## config.mk

```make
export PLATFORM = sky130hd
export DESIGN_NAME = inst_queue
export DESIGN_NICKNAME = d
export VERILOG_FILES = /design/src/rtl/inst_queue_pkg.sv /design/src/rtl/inst_queue_storage.sv /design/src/rtl/inst_queue.sv
export SDC_FILE = /design/constraint.sdc
export NUM_CORES = 1
export LEC_CHECK = 0
export CELL_PAD_IN_SITES_DETAIL_PLACEMENT = 0
export CELL_PAD_IN_SITES_GLOBAL_PLACEMENT = 2
export CORE_ASPECT_RATIO = 0.6
export CORE_MARGIN = 4
export CORE_UTILIZATION = 38
export CTS_CLUSTER_SIZE = 40
export DETAILED_ROUTE_END_ITERATION = 7
export PLACE_DENSITY_LB_ADDON = 0.15
export SLEW_MARGIN = 40
export SYNTH_ARGS = -nofsm -noshare
export SYNTH_HDL_FRONTEND = slang
export SYNTH_HIERARCHICAL = 1
export SYNTH_SLANG_ARGS = --single-unit
```

## constraint.sdc

```tcl
create_clock -name clk -period 5.76 [get_ports clk]
set_input_delay 1.44 -clock clk [delete_from_list [all_inputs] [get_ports clk]]
set_output_delay 1.44 -clock clk [all_outputs]
set_load 0.1 [all_outputs]
```

## src/rtl/inst_queue_pkg.sv

```systemverilog
// Shared widths, constants and occupancy status for the fetch-to-decode instruction queue.
package inst_queue_pkg;

  localparam int IQ_INST_WIDTH = 32;
  localparam int IQ_PC_WIDTH   = 32;
  localparam logic [31:0] IQ_NOP_INST = 32'h0000_0013;

  typedef enum logic [1:0] {
    OCC_EMPTY   = 2'd0,
    OCC_PARTIAL = 2'd1,
    OCC_FULL    = 2'd2
  } occ_e;

  // Occupancy status is a pure function of the held count.
  function automatic occ_e occ_of(input int unsigned count, input int unsigned depth);
    if (count == 0) return OCC_EMPTY;
    else if (count >= depth) return OCC_FULL;
    else return OCC_PARTIAL;
  endfunction

endpackage

```

## src/rtl/inst_queue_storage.sv

```systemverilog
// Entry storage: one synchronous write port, one asynchronous read port, no reset.
module iq_storage
  import inst_queue_pkg::*;
#(
  parameter int DEPTH = 4,
  parameter int WIDTH = IQ_INST_WIDTH + IQ_PC_WIDTH
) (
  input  logic                     clk,
  input  logic                     wr_en,
  input  logic [$clog2(DEPTH)-1:0] wr_addr,
  input  logic [WIDTH-1:0]         wr_data,
  input  logic [$clog2(DEPTH)-1:0] rd_addr,
  output logic [WIDTH-1:0]         rd_data
);

  logic [WIDTH-1:0] mem [DEPTH];

  always_ff @(posedge clk) begin
    if (wr_en) mem[wr_addr] <= wr_data;
  end

  assign rd_data = mem[rd_addr];

endmodule

```

## src/rtl/inst_queue.sv

```systemverilog
// In-order instruction buffer between fetch and decode with busy back-pressure,
// single-cycle flush and a sticky overflow flag.
module inst_queue
  import inst_queue_pkg::*;
#(
  parameter int DEPTH       = 4,
  parameter int INST_WIDTH  = IQ_INST_WIDTH,
  parameter int PC_WIDTH    = IQ_PC_WIDTH,
  parameter int BUSY_MARGIN = 1
) (
  input  logic                       clk,
  input  logic                       reset,
  input  logic                       flush,
  input  logic                       in_valid,
  input  logic [INST_WIDTH-1:0]      in_inst,
  input  logic [PC_WIDTH-1:0]        in_pc,
  output logic                       busy,
  output logic                       out_valid,
  input  logic                       out_ready,
  output logic [INST_WIDTH-1:0]      out_inst,
  output logic [PC_WIDTH-1:0]        out_pc,
  output logic [$clog2(DEPTH):0]     count,
  output logic                       overflow_err
);

  localparam int PTR_W = $clog2(DEPTH);
  localparam int CNT_W = PTR_W + 1;
  localparam int ENT_W = PC_WIDTH + INST_WIDTH;
  localparam logic [CNT_W-1:0] FULL_CNT = CNT_W'(DEPTH);
  localparam logic [CNT_W-1:0] BUSY_CNT = CNT_W'(DEPTH - BUSY_MARGIN);

  // Handshake: an entry transfers to decode on any cycle where out_valid and
  // out_ready are both high and flush is low; the head holds stable otherwise.
  logic [PTR_W-1:0] wr_ptr, rd_ptr;
  logic [ENT_W-1:0] rd_data;
  logic             push, pop, drop;
  occ_e             occ;

  assign occ       = occ_of(int'(count), DEPTH);
  assign out_valid = (occ != OCC_EMPTY);
  assign pop       = out_valid && out_ready && !flush;
  assign push      = in_valid && !flush && ((occ != OCC_FULL) || pop);
  assign drop      = in_valid && !flush && (count == FULL_CNT) && !pop;
  assign busy      = (count >= BUSY_CNT);

  always_ff @(posedge clk or posedge reset) begin
    if (reset) begin
      wr_ptr       <= '0;
      rd_ptr       <= '0;
      count        <= '0;
      overflow_err <= 1'b0;
    end else begin
      if (drop) overflow_err <= 1'b1;
      if (flush) begin
        wr_ptr <= '0;
        rd_ptr <= '0;
        count  <= '0;
      end else begin
        if (push) wr_ptr <= wr_ptr + 1'b1;
        if (pop)  rd_ptr <= rd_ptr + 1'b1;
        case ({push, pop})
          2'b10:   count <= count + 1'b1;
          2'b01:   count <= count - 1'b1;
          default: count <= count;
        endcase
      end
    end
  end

  iq_storage #(.DEPTH(DEPTH), .WIDTH(ENT_W)) u_storage (
    .clk     (clk),
    .wr_en   (push),
    .wr_addr (wr_ptr),
    .wr_data ({in_pc, in_inst}),
    .rd_addr (rd_ptr),
    .rd_data (rd_data)
  );

  // Storage is unreset, so the head is masked to zero whenever nothing is valid.
  always_comb begin
    out_inst = '0;
    out_pc   = '0;
    if (out_valid) begin
      out_inst = rd_data[INST_WIDTH-1:0];
      out_pc   = rd_data[ENT_W-1:INST_WIDTH];
    end
  end

endmodule

```

After elaboration in Yosys (flattened, before gate mapping)
Memories as Yosys holds them, arrays and structs flattened.
Index checks and enable logic that the tools add are counted.
Storage, ports and cells
  register bits after elaboration: 8
  memory bits (writable): 256
  input bits: 69
  output and inout bits: 70
  logic and storage cells: 41
  memories kept: 1
Cells by class
  add/sub/neg operators: 4
  $lt $le $gt $ge: 2
  equality and inequality tests: 4
  mux-type cells: 12
  reduce and logical (&&, ||, !) cells: 14
Memory list
  u_storage.mem: depth 4, width 64, rd ports 1, clocked after Yosys merged registers in 0, write ports 1, RTL line inst_queue_storage.sv:16  | logic [WIDTH-1:0] mem [DEPTH];
Operators by type and width (count)
  32-bit two-way mux: 2
  2-bit two-way mux: 6
  1-bit logical AND: 6
  3-bit one-hot mux with 2 select lines: 1
  2-bit nonzero test: 3
  2-bit by 1-bit adder with 2-bit output (second input constant): 2
  3-bit by 1-bit adder with 3-bit output (second input constant): 1
  3-bit == test (second input constant): 1
  3-bit by 2-bit >= comparator with 1-bit output (second input constant): 1
  3-bit >= comparator (second input constant): 1
  3-bit zero test: 1
  3-bit two-way mux: 1
  3-bit nonzero test: 1
  3-bit by 1-bit subtractor with 3-bit output (second input constant): 1
  2-bit by 1-bit == test with 1-bit output (second input constant): 1
  2-bit == test (second input constant): 1
  1-bit zero test: 2
  1-bit two-way mux: 2
  2-bit inequality test (second input constant): 1
  1-bit logical OR: 1

Depth between registers and ports, before layout
Gate-level depths: netlist of the first run.
  depth after elaboration: 11
  mapped depth: 7
  gate-level depth less buffers: 6

Hierarchy
The synthesis of the first run kept the hierarchy.
By module, submodules not included
  iq_storage: times used 1, cells an instance 338, area an instance 9341.5 um^2, sequential area each 7687.4 um^2
  inst_queue: times used 1, cells an instance 128, area an instance 997.2 um^2, sequential area each 200.2 um^2

Worst setup path after synthesis of the first run
No wires, ideal clock.
  kind: input to register
  start: input in_valid
  end: memory u_storage/mem[0][0] in the netlist's numbering, enable pin
  library setup time: 0.578 ns
  arrival time: 6.634 ns
  data required time: 5.182 ns
  slack: -1.451 ns
  stages on the path: 4
  buffers on the path: 1
  path through: buf_2 -> inv_1 -> nor3_1 -> nor3b_1
Between the ends
  cells in the longest elaborated chain, start to end: 4
Ends and longest elaborated chain
  from (decl): RTL line inst_queue.sv:14  | input logic in_valid,
  1-bit logical AND (2 in a row): RTL line inst_queue.sv:42  | assign push = in_valid && !flush && ((occ != OCC_FULL) || pop);
  net push: RTL line inst_queue.sv:36  | logic push, pop, drop;
  1-bit two-way mux: RTL line inst_queue_storage.sv:19  | if (wr_en) mem[wr_addr] <= wr_data;
  1-bit two-way mux (implied by the code): RTL line inst_queue_storage.sv:19
  to (decl): RTL line inst_queue_storage.sv:16
The timed path passes the listed nets, and every way through them passes these cells.

Final worst setup path of the first run
  start: register rd_ptr[0]
  end: output out_pc[0]
Between the ends
  cells in the longest elaborated chain, start to end: 2
Ends and longest elaborated chain
  from (decl): RTL line inst_queue.sv:34  | logic [PTR_W-1:0] wr_ptr, rd_ptr;
  from (signal assigned): RTL line inst_queue.sv:60  | if (pop) rd_ptr <= rd_ptr + 1'b1;
  memory 4 x 64 bit
  net rd_data[32]: RTL line inst_queue.sv:35  | logic [ENT_W-1:0] rd_data;
  32-bit two-way mux: RTL line inst_queue.sv:83  | if (out_valid) begin
  to (decl): RTL line inst_queue.sv:21  | output logic [PC_WIDTH-1:0] out_pc,
The timed path passes the listed nets, and every way through them passes these cells.

==> results of run 1 <==
metal layers:
metal  vias to the layer above  track usage (%)  wire length [um]
met5                         -                0                22
met4                         4             2.77               378
met3                        32             3.59              1080
met2                       114             23.6             10300
met1                      2611             18.9              9290
li1                       2201                -                 -
critical path: cells and delay by family (launching register included):
family,cells,cell delay [ps]
mux,1,570
flops,1,540
simple gates,1,190
buf+inv,2,780
registers in the layout, summed over array words and instances, names as in the netlist:
| signal | flops |
|---|---|
| u_storage/mem | 256 |
| count | 3 |
| rd_ptr | 2 |
| wr_ptr | 2 |
| overflow_err | 1 |
layout make-up:
cell class	count	area share (%)
Clock buffer	32	5.54
Clock inverter	14	0.938
Inverter	4	0.120
Sequential cell	264	63.0
Multi-Input combinational cell	171	17.4
Timing Repair Buffer	149	9.41
Tap cell	360	3.59
how the worst max path moves through the flow:
stage	to	slack [ps]	startpoint
floorplan	u_storage/mem[0][0]$_DFFE_PP_	830	in_valid
global placement	out_pc[0]	1420	rd_ptr[1]$_DFFE_PP0P_
detailed placement	u_storage/mem[2][51]$_DFFE_PP_	1430	in_valid
CTS	out_pc[0]	1590	rd_ptr[0]$_DFFE_PP0P_
global route	out_pc[0]	1530	rd_ptr[0]$_DFFE_PP0P_
finish	out_pc[0]	1690	rd_ptr[0]$_DFFE_PP0P_
through the flow:
stage	utilization, %	total power, mW	setup WS, ps	instance area (sq um)	instances
floorplan	-	3.24	829	10300	466
global placement	45.1	3.52	1420	12000	944
detailed placement	44.1	3.45	1430	11700	948
CTS	47.2	5.08	1590	12500	994
global route	47.2	5.20	1530	12500	994
finish	47.2	5.00	1690	12500	994
where the power goes:
| part | total [mW] | switching (mW) | internal (mW) | leakage (nW) |
|---|---|---|---|---|
| logic | 1.19 | 0.911 | 0.281 | 1.36 |
| clock network | 1.61 | 0.672 | 0.940 | 0.392 |
| registers | 2.19 | 0.0289 | 2.16 | 2.43 |
| total | 5.00 | 1.61 | 3.38 | 4.19 |
cell usage after synthesis:
cell      instances
a211oi_1          1
a21o_1            2
a21oi_1           4
a221oi_1          2
a31oi_1           1
a41o_1            1
and2_1           64
and3_1            1
and3b_1           2
buf_12            6
buf_2             9
buf_6             8
clkbuf_1          3
clkbuf_2          1
dfrtp_1           8
edfxtp_1        256
fa_1              1
inv_1             4
mux2_2            1
mux4_1            4
mux4_2           60
nand2_1           1
nand2b_1          1
nor2_1            4
nor2b_1           3
nor3_1            3
nor3b_1           2
o21ai_0           1
o311ai_0          2
o31ai_1           1
or2_2             2
or3_1             1
or3_4             1
or3b_2            2
or4_1             1
xor2_1            2
cells in the final DEF, fill, tap and decap left out, types with 2 or more instances in the layout:
master           synthesis  final
a21o_1                   2      2
a21oi_1                  4      4
a221oi_1                 2      2
and2_1                  64     64
and3b_4                  0      2
buf_12                   6      5
buf_2                    9     70
buf_4                    0      5
bufinv_16                0      2
clkbuf_1                 3      5
clkbuf_16                0     27
clkdlybuf4s50_1          0     68
clkinv_1                 0      6
clkinv_2                 0      4
clkinvlp_4               0      2
dfrtp_1                  8      6
dfrtp_4                  0      2
edfxtp_1               256    256
inv_1                    4      4
mux4_1                   4      4
mux4_2                  60     60
nor2_1                   4      4
nor2b_1                  3      3
nor3_1                   3      3
o311ai_0                 2      2
or2_2                    2      2
or3b_2                   2      2
xor2_1                   2      2
logic make-up (layout without fill, tap and decap cells):
logic type | count (synthesis) | in the layout | synth area share [%]
fa+ha+maj | 1 | 1 | 0.194
simple gates | 88 | 88 | 5.35
xor+xnor | 2 | 2 | 0.169
buf+inv | 31 | 199 | 2.77
flops | 264 | 264 | 76.3
compound gates | 15 | 15 | 1.03
mux | 65 | 65 | 14.2
==> reports/metrics.yaml, run 1 <==
fp.dieArea_sq_um: 30000
finalHoldViolations: 0
period_share_pct: 70.7
cts_hold_buf: 0
worstRegToRegCells: 4
dr.pass1.iters: 4
start_kind: "flip-flop"
syn_area_sq_um: 10300
worst_hold_startpoint: "overflow_err$_DFFE_PP0P_"
hold_depth: 1
r2r-end: "u_storage/mem[2][3]$_DFFE_PP_"
portBuffers: 138
numCtsBuffers: 26
worstSkewPairLatency_ps: 530
crit_type: "reg -> out"
grt_max_degree: 66
cp.arrival_ps: 2630
fillers: 2270
grt_first_pass_wirelength_um: 32500
core_area_sq_um: 26600
cp_cell_sequence: "buf_4 > mux4_2 > and2_1 > buf_2"
max_stage_delay_ps: 570
synth_area_leaders: "edfxtp_1 (74%), mux4_2 (13%), and2_1 (3.9%), dfrtp_1 (1.9%), buf_12 (1.2%)"
routabilityCongestion: 0.671
report.final.slew_viol_count: 0
cts-root-buf: "clkbuf_16"
grt_pass1_vias: 5463
cts_sinks: 264
status: "complete, no violations"
synth_top_area_share_pct: 74.4
diodes: 0
yosys_warnings: 6
fmax_mhz: 246
end_kind: "output port"
drc_errors: 0
yosysUniqueCellTypes: 36
worst_slew_pin_slew_ps: 782
r2r_slack_ps: 2990
drtIter0Drc: 278
setup_viol: 0
fp.dieH_um: 136
ant_nets: 0
overflow: 0
required_ps: 4320
powerDensity_nw_per_um2: 398
clkTransAtPathRegs_ps: 70
htree_levels: 1
start_util_pct: 38.9
syn_nets: 536
finalClockSkew_ps: 11.4
slew_headroom_pct: 47.9
rows: 46
yosysSeqAreaShare_pct: 76.3
cap_violations: 0
multi_input_area_sq_um: 2190
post_drt_via_cell_ratio: 4.99
hold-worst-slack_ps: 474
routed_wl_um: 21000
min_to: "overflow_err$_DFFE_PP0P_"
setup_tns_ps: 0
register_area_sq_um: 7900
cts_tree: "built"
drive_gt1_share_pct: 29.7
clk_path_buf_depth: 3
die_w_um: 221
ios: 139
slowest_stage: "mux4_2"
grt_usage_pct: 14.0
crit_path_max_fanout: 24
num_vias: 4962
rr_startpoint: "count[2]$_DFFE_PP0P_"
avgSynthCellArea_sq_um: 22.2
synth_top_area_cell: "edfxtp_1"
synthCells: 466
layout_min_cycle_time_ps: 4070
finalNetCount: 686
wire_per_inst_um: 21.2
cts_resized: 0
p_leak_nw: 4.19
rsz0062_at_grt: "false"
irDropWorstVdd_mv: 0.202
hpwlAfterDp_um: 12300
antenna_found_initial: 2
cts_setup_buffers: 0
ys_seq_elements: 264
hold_class: "reg -> reg"
synthToLayoutAreaGrowth_pct: 21.3
Power figures use the tool's default switching activity.
==> run 2: changes to the inputs <==
clock period = 3.4 ns   (was 5.76 ns; I/O delays follow)
==> reports/metrics.yaml, run 2 (synthesis gave the netlist of run 1 again) <==
diodes: 0  # unchanged
synthToLayoutAreaGrowth_pct: 31.1  # was 21.3%
post_dp_cell_area_sq_um: 12800  # was 11,700 sq um
drtIter0Drc: 290  # was 278
htree_levels: 1  # unchanged
slew_headroom_pct: 57.4  # was 47.9%
slowest_stage: "or3_4"  # was mux4_2
dr.pass1.iters: 5  # was 4
r2r_slack_ps: 1140  # was 2990 ps
final_cell_mix: "edfxtp_1 (256), buf_12 (74), clkdlybuf4s50_1 (68)"  # was edfxtp_1 (256), buf_2 (70), clkdlybuf4s50_1 (68)
rr_startpoint: "count[0]$_DFFE_PP0P_"  # was count[2]$_DFFE_PP0P_
num_vias: 4916  # was 4,962
worst_slew_pin_slew_ps: 639  # was 782 ps
cp.arrival_ps: 2250  # was 2630 ps
ant_nets: 0  # unchanged
cap_violations: 0  # unchanged
report.final.slew_viol_count: 0  # unchanged
met2_usage_pct: 22.5  # was 23.6%
largest_reg_flops: 256  # unchanged
top_register: "u_storage/mem"  # unchanged
cts_resized: 0  # unchanged
cts_hold_buf: 0  # unchanged
routed_wl_um: 20300  # was 21,000 um
ios: 139  # unchanged
crit_path_max_fanout: 65  # was 24
finalClockSkew_ps: 5.88  # was 11.4 ps
end_kind: "output port"  # unchanged
rsz0062_at_grt: "false"  # unchanged
final_common_cell: "edfxtp_1"  # unchanged
fp.dieArea_sq_um: 30000  # unchanged
die_w_um: 221  # unchanged
p_leak_nw: 4.43  # was 4.19 nW
antenna_found_initial: 1  # was 2
largest_registers: "u_storage/mem: 256 flops, count: 3 flops"  # unchanged
required_ps: 2550  # was 4320 ps
numCtsBuffers: 24  # was 26
routabilityCongestion: 0.693  # was 0.671
status: "complete, no violations"  # unchanged
hpwlAfterDp_um: 12200  # was 12,300 um
crit_type: "reg -> out"  # unchanged
grt_usage_pct: 13.7  # was 14.0%
r2r-end: "count[2]$_DFFE_PP0P_"  # was u_storage/mem[2][3]$_DFFE_PP_
cts_tree: "built"  # unchanged
grt_first_pass_wirelength_um: 31900  # was 32,500 um
rows: 46  # unchanged
drc_errors: 0  # unchanged
cts_sinks: 264  # unchanged
post_drt_via_cell_ratio: 4.97  # was 4.99
worst_hold_startpoint: "overflow_err$_DFFE_PP0P_"  # unchanged
setup_viol: 0  # unchanged
irDropWorstVdd_mv: 0.286  # was 0.202 mV
drive_gt1_share_pct: 31.3  # was 29.7%
critical_path_buf_inv_count: 1  # was 2
portBuffers: 138  # unchanged
hold_depth: 1  # unchanged
clk_path_buf_depth: 3  # unchanged
grt_pass1_vias: 5447  # was 5,463
setup_tns_ps: 0  # unchanged
path_delay_family: "simple AND/OR/NAND/NOR gates"  # was buffers and inverters
worstSkewPairLatency_ps: 500  # was 530 ps
grt.met3_usage_pct: 3.44  # was 3.59%
fmax_mhz: 322
core_area_sq_um: 26600  # unchanged
final_cell_area_sq_um: 13600  # was 12,500 sq um
worstRegToRegCells: 6  # was 4
cts-root-buf: "clkbuf_16"  # unchanged
grt_max_degree: 66  # unchanged
start_kind: "flip-flop"  # unchanged
period_share_pct: 91.3
cp_cell_sequence: "or3_4 > and2_1 > buf_12"  # was buf_4 > mux4_2 > and2_1 > buf_2
min_to: "overflow_err$_DFFE_PP0P_"  # unchanged
finalNetCount: 684  # was 686
max_stage_delay_ps: 720  # was 570 ps
cts_setup_buffers: 0  # unchanged
hold_class: "reg -> reg"  # unchanged
overflow: 0  # unchanged
finalHoldViolations: 0  # unchanged
busiest_layer: "met2"  # unchanged
fp.dieH_um: 136  # unchanged
layout_min_cycle_time_ps: 3100
start_util_pct: 38.9  # unchanged
powerDensity_nw_per_um2: 658  # was 398 nW/um^2
clkTransAtPathRegs_ps: 60  # was 70 ps
total_power_mw: 8.92  # was 5.00 mW
grtUsageMet1_pct: 19.1  # was 18.9%
wire_per_inst_um: 20.5  # was 21.2 um
==> run 2: changes by cell type in the layout (fill, tap and decap cells not counted), sizes merged <==
cell | before | now
bufinv | 2 | 3
clkbuf | 32 | 27
clkinv | 10 | 11
clkinvlp | 2 | 0
==> run 2: how the worst max path moves through the flow <==
| stage | startpoint | endpoint | slack (ps) | cells past startpoint |
|---|---|---|---|---|
| 2_1_floorplan | flush | u_storage/mem[0][0]$_DFFE_PP_ | 40 | 3 |
| 3_3_place_gp | out_ready | u_storage/mem[0][58]$_DFFE_PP_ | 360 | 5 |
| 3_5_place_dp | out_ready | u_storage/mem[0][25]$_DFFE_PP_ | 300 | 5 |
| 4_1_cts | count[0]$_DFFE_PP0P_ | out_pc[20] | 220 | 3 |
| 5_1_grt | count[0]$_DFFE_PP0P_ | out_pc[20] | 100 | 3 |
| 6_report | count[1]$_DFFE_PP0P_ | out_pc[20] | 300 | 3 |
==> run 2: where the power goes <==
part           internal, mW  switching (mW)  leakage (nW)
sequential             3.66          0.0378          2.43
clock                  1.55            1.08         0.379
combinational         0.947            1.64          1.62
total                  6.16            2.76          4.43
==> run 2: per-stage QoR <==
| step | hold WS [ps] | instances | util (%) | worst slack [ps] |
|---|---|---|---|---|
| 2_1_floorplan | 504 | 466 | - | 36.2 |
| 3_3_place_gp | 477 | 948 | 48.1 | 359 |
| 3_5_place_dp | 476 | 948 | 48.1 | 297 |
| 4_1_cts | 487 | 989 | 51.0 | 218 |
| 5_1_grt | 502 | 989 | 51.0 | 101 |
| 6_report | 482 | 989 | 51.0 | 297 |
==> run 2: worst register-to-register path: stages, from the launching register on <==
cell	delay, ps
dfrtp_1	520
o31ai_1	390
nor3_1	120
fa_1	430
or3b_2	450
o311ai_0	90
a21oi_1	120
==> run 2: metal layers <==
layer / share of wire [%] / vias to the layer above
met1: 46 / 2588
met5: 0.054 / -
met3: 4.8 / 26
met4: 1.1 / 2
li1: - / 2186
met2: 48 / 114
==> run 2: cell type report <==
class	count	area (sq um)
clock buffers	27	633
inverters	4	15.0
multi-input cells	171	2210
well taps	360	450
flip-flops and latches	264	7900
clock inverters	14	136
repair buffers	149	2210
fillers	2135	13000
==> run 3: changes to the inputs <==
CORE_ASPECT_RATIO = not set   (was 0.6)
CTS_CLUSTER_DIAMETER = 60   (was not set)
clock period = 2.8 ns   (was 3.4 ns; I/O delays follow)
==> reports/metrics.yaml, run 3 (synthesis gave the netlist of run 1 again) <==
synthToLayoutAreaGrowth_pct: 35.8  # was 31.1%
p_sw_share_pct: 32.4  # was 30.9%
cp_cell_sequence: "buf_6 > clkbuf_16 > mux4_2 > and2_4 > buf_12"  # was or3_4 > and2_1 > buf_12
portBuffers: 138  # unchanged
fp.dieH_um: 173  # was 136 um
cp.arrival_ps: 2150  # was 2250 ps
hpwlAfterDp_um: 12300  # was 12,200 um
clkTransAtPathRegs_ps: 80  # was 60 ps
fillers: 2121  # was 2,135
r2r-end: "count[2]$_DFFE_PP0P_"  # unchanged
layout_min_cycle_time_ps: 2850
setup_viol: 46  # was 0
cts-root-buf: "clkbuf_16"  # unchanged
num_vias: 5036  # was 4,916
die_w_um: 173  # was 221 um
wire_per_inst_um: 23.1  # was 20.5 um
setup_slack_ps: -54.9  # was 297 ps
place_inst: 935  # was 948
antenna_found_initial: 1  # unchanged
dr.pass1.iters: 4  # was 5
start_kind: "flip-flop"  # unchanged
crit_type: "reg -> out"  # unchanged
grt_pass1_vias: 5702  # was 5,447
finalClockSkew_ps: 21.1  # was 5.88 ps
violations: "negative setup slack"
slew_headroom_pct: 74.6  # was 57.4%
drive_gt1_share_pct: 43.6  # was 31.3%
worstRegToRegCells: 6  # unchanged
required_ps: 2100  # was 2550 ps
ios: 139  # unchanged
worst_slew_pin_slew_ps: 377  # was 639 ps
routed_wl_um: 22800  # was 20,300 um
rows: 60  # was 46
fin_cells: 987  # was 989
internal_power_mw: 7.43  # was 6.16 mW
finalHoldViolations: 0  # unchanged
post-place-ws_ps: 67.7  # was 297 ps
grt_usage_pct: 15.3  # was 13.7%
drc_errors: 0  # unchanged
final_cell_mix: "edfxtp_1 (256), buf_12 (77), clkdlybuf4s50_1 (68)"  # was edfxtp_1 (256), buf_12 (74), clkdlybuf4s50_1 (68)
irDropWorstVdd_mv: 0.488  # was 0.286 mV
cts_sinks: 264  # unchanged
worstSkewPairLatency_ps: 500  # about the same
path_delay_family: "flip-flops"  # was simple AND/OR/NAND/NOR gates
max_stage_delay_ps: 520  # was 720 ps
cts_tree: "built"  # unchanged
rr_startpoint: "count[1]$_DFFE_PP0P_"  # was count[0]$_DFFE_PP0P_
powerDensity_nw_per_um2: 782  # was 658 nW/um^2
p_sw_mw: 3.56  # was 2.76 mW
fp.dieArea_sq_um: 29900  # was 30,000 sq um
final_common_cell: "edfxtp_1"  # unchanged
total_power_mw: 11.0  # was 8.92 mW
crit_path_max_fanout: 5  # was 65
finalNetCount: 704  # was 684
fin_util_pct: 52.2  # was 51.0%
htree_levels: 1  # unchanged
post_dp_cell_area_sq_um: 12900  # was 12,800 sq um
period_share_pct: 102
routabilityCongestion: 0.690  # was 0.693
grt_first_pass_wirelength_um: 35100  # was 31,900 um
p_leak_nw: 4.67  # was 4.43 nW
drtIter0Drc: 420  # was 290
hold_class: "in -> async"  # was reg -> reg
largest_registers: "u_storage/mem: 256 flops, count: 3 flops"  # unchanged
r2r_slack_ps: 520  # was 1140 ps
clk_path_buf_depth: 3  # unchanged
cap_violations: 0  # unchanged
end_kind: "output port"  # unchanged
power.share.sequential_pct: 41.1  # was 41.5%
overflow: 0  # unchanged
post_drt_via_cell_ratio: 5.10  # was 4.97
hold-worst-slack_ps: 463  # was 482 ps
fmax_mhz: 350
rsz0062_at_grt: "true"  # was false
report.final.slew_viol_count: 0  # unchanged
status: "finished, violations left"  # was complete, no violations
setup_tns_ps: -1130  # was 0 ps
combPwrFrac_pct: 32.8  # was 29.0%
grt_max_degree: 40  # was 66
numCtsBuffers: 19  # was 24
final_cell_area_sq_um: 14000  # was 13,600 sq um
critical_path_buf_inv_count: 3  # was 1
ant_nets: 0  # unchanged
top_register: "u_storage/mem"  # unchanged
p_clk_share_pct: 26.1  # was 29.5%
slowest_stage: "dfrtp_4"  # was or3_4
largest_reg_flops: 256  # unchanged
core_area_sq_um: 26900  # was 26,600 sq um
start_util_pct: 38.5  # was 38.9%
## run 3: cell count changes in the layout (fill, tap and decap cells not counted), sizes merged
cell and delta:
buf +20, clkbuf -6, clkinv -4, inv +4, or3 +3, bufinv -1, diode +1
## run 3: cell type report
type	instances	area, sq um	share of cell area, %
Tap cell	341	427	3.04
Sequential cell	264	7900	56.3
Antenna cell	1	2.50	0.0178
Inverter	4	15.0	0.107
Timing Repair Buffer	171	2660	19.0
Clock inverter	13	171	1.22
Multi-Input combinational cell	174	2390	17.0
Clock buffer	19	475	3.39
## run 3: what timing repair did
| item | in CTS | in global routing |
|---|---|---|
| setup endpoints to repair | 64 | 64 |
| pin swaps | 2 | 0 |
| gates cloned | 11 | 2 |
| hold buffers | 0 | 0 |
| gates resized for setup | 77 | 0 |
| buffers inserted | 6 | 0 |
## run 3: how the worst max path moves through the flow
stage	end	depth (start not counted)	from	slack, ps
after floorplan	u_storage/mem[0][0]$_DFFE_PP_	3	flush	-350
after global placement	count[2]$_DFFE_PP0P_	7	out_ready	140
after detailed placement	count[2]$_DFFE_PP0P_	7	out_ready	70
after CTS	out_pc[30]	5	rd_ptr[0]$_DFFE_PP0P_	-80
after global routing	out_pc[15]	5	rd_ptr[0]$_DFFE_PP0P_	-120
final	out_pc[25]	5	rd_ptr[0]$_DFFE_PP0P_	-50
## run 3: power groups by stage
| stage | Clock [mW] | Combinational, mW | Sequential [mW] |
|---|---|---|---|
| finish | 2.87 | 3.61 | 4.52 |
| floorplan | 0 | 2.07 | 4.64 |
| global placement | 0 | 3.20 | 4.58 |
| detailed placement | 0 | 3.20 | 4.59 |
| global route | 3.13 | 3.73 | 4.53 |
| CTS | 2.96 | 3.63 | 4.52 |
## run 3: worst register-to-register path: stages, from the launching register on
cell and delay (ps):
dfrtp_2 540, o31ai_1 410, nor3_1 100, fa_1 410, or3b_2 460, o311ai_0 110, a21oi_1 120
## run 3: metal layers
metal / vias to the layer above / share of wire, % / global-route usage [%]
li1: 2237 / - / -
met2: 129 / 53 / 27.5
met5: - / 0 / 0
met1: 2645 / 41 / 19.6
met4: 0 / 1.6 / 2.89
met3: 25 / 5.2 / 2.89
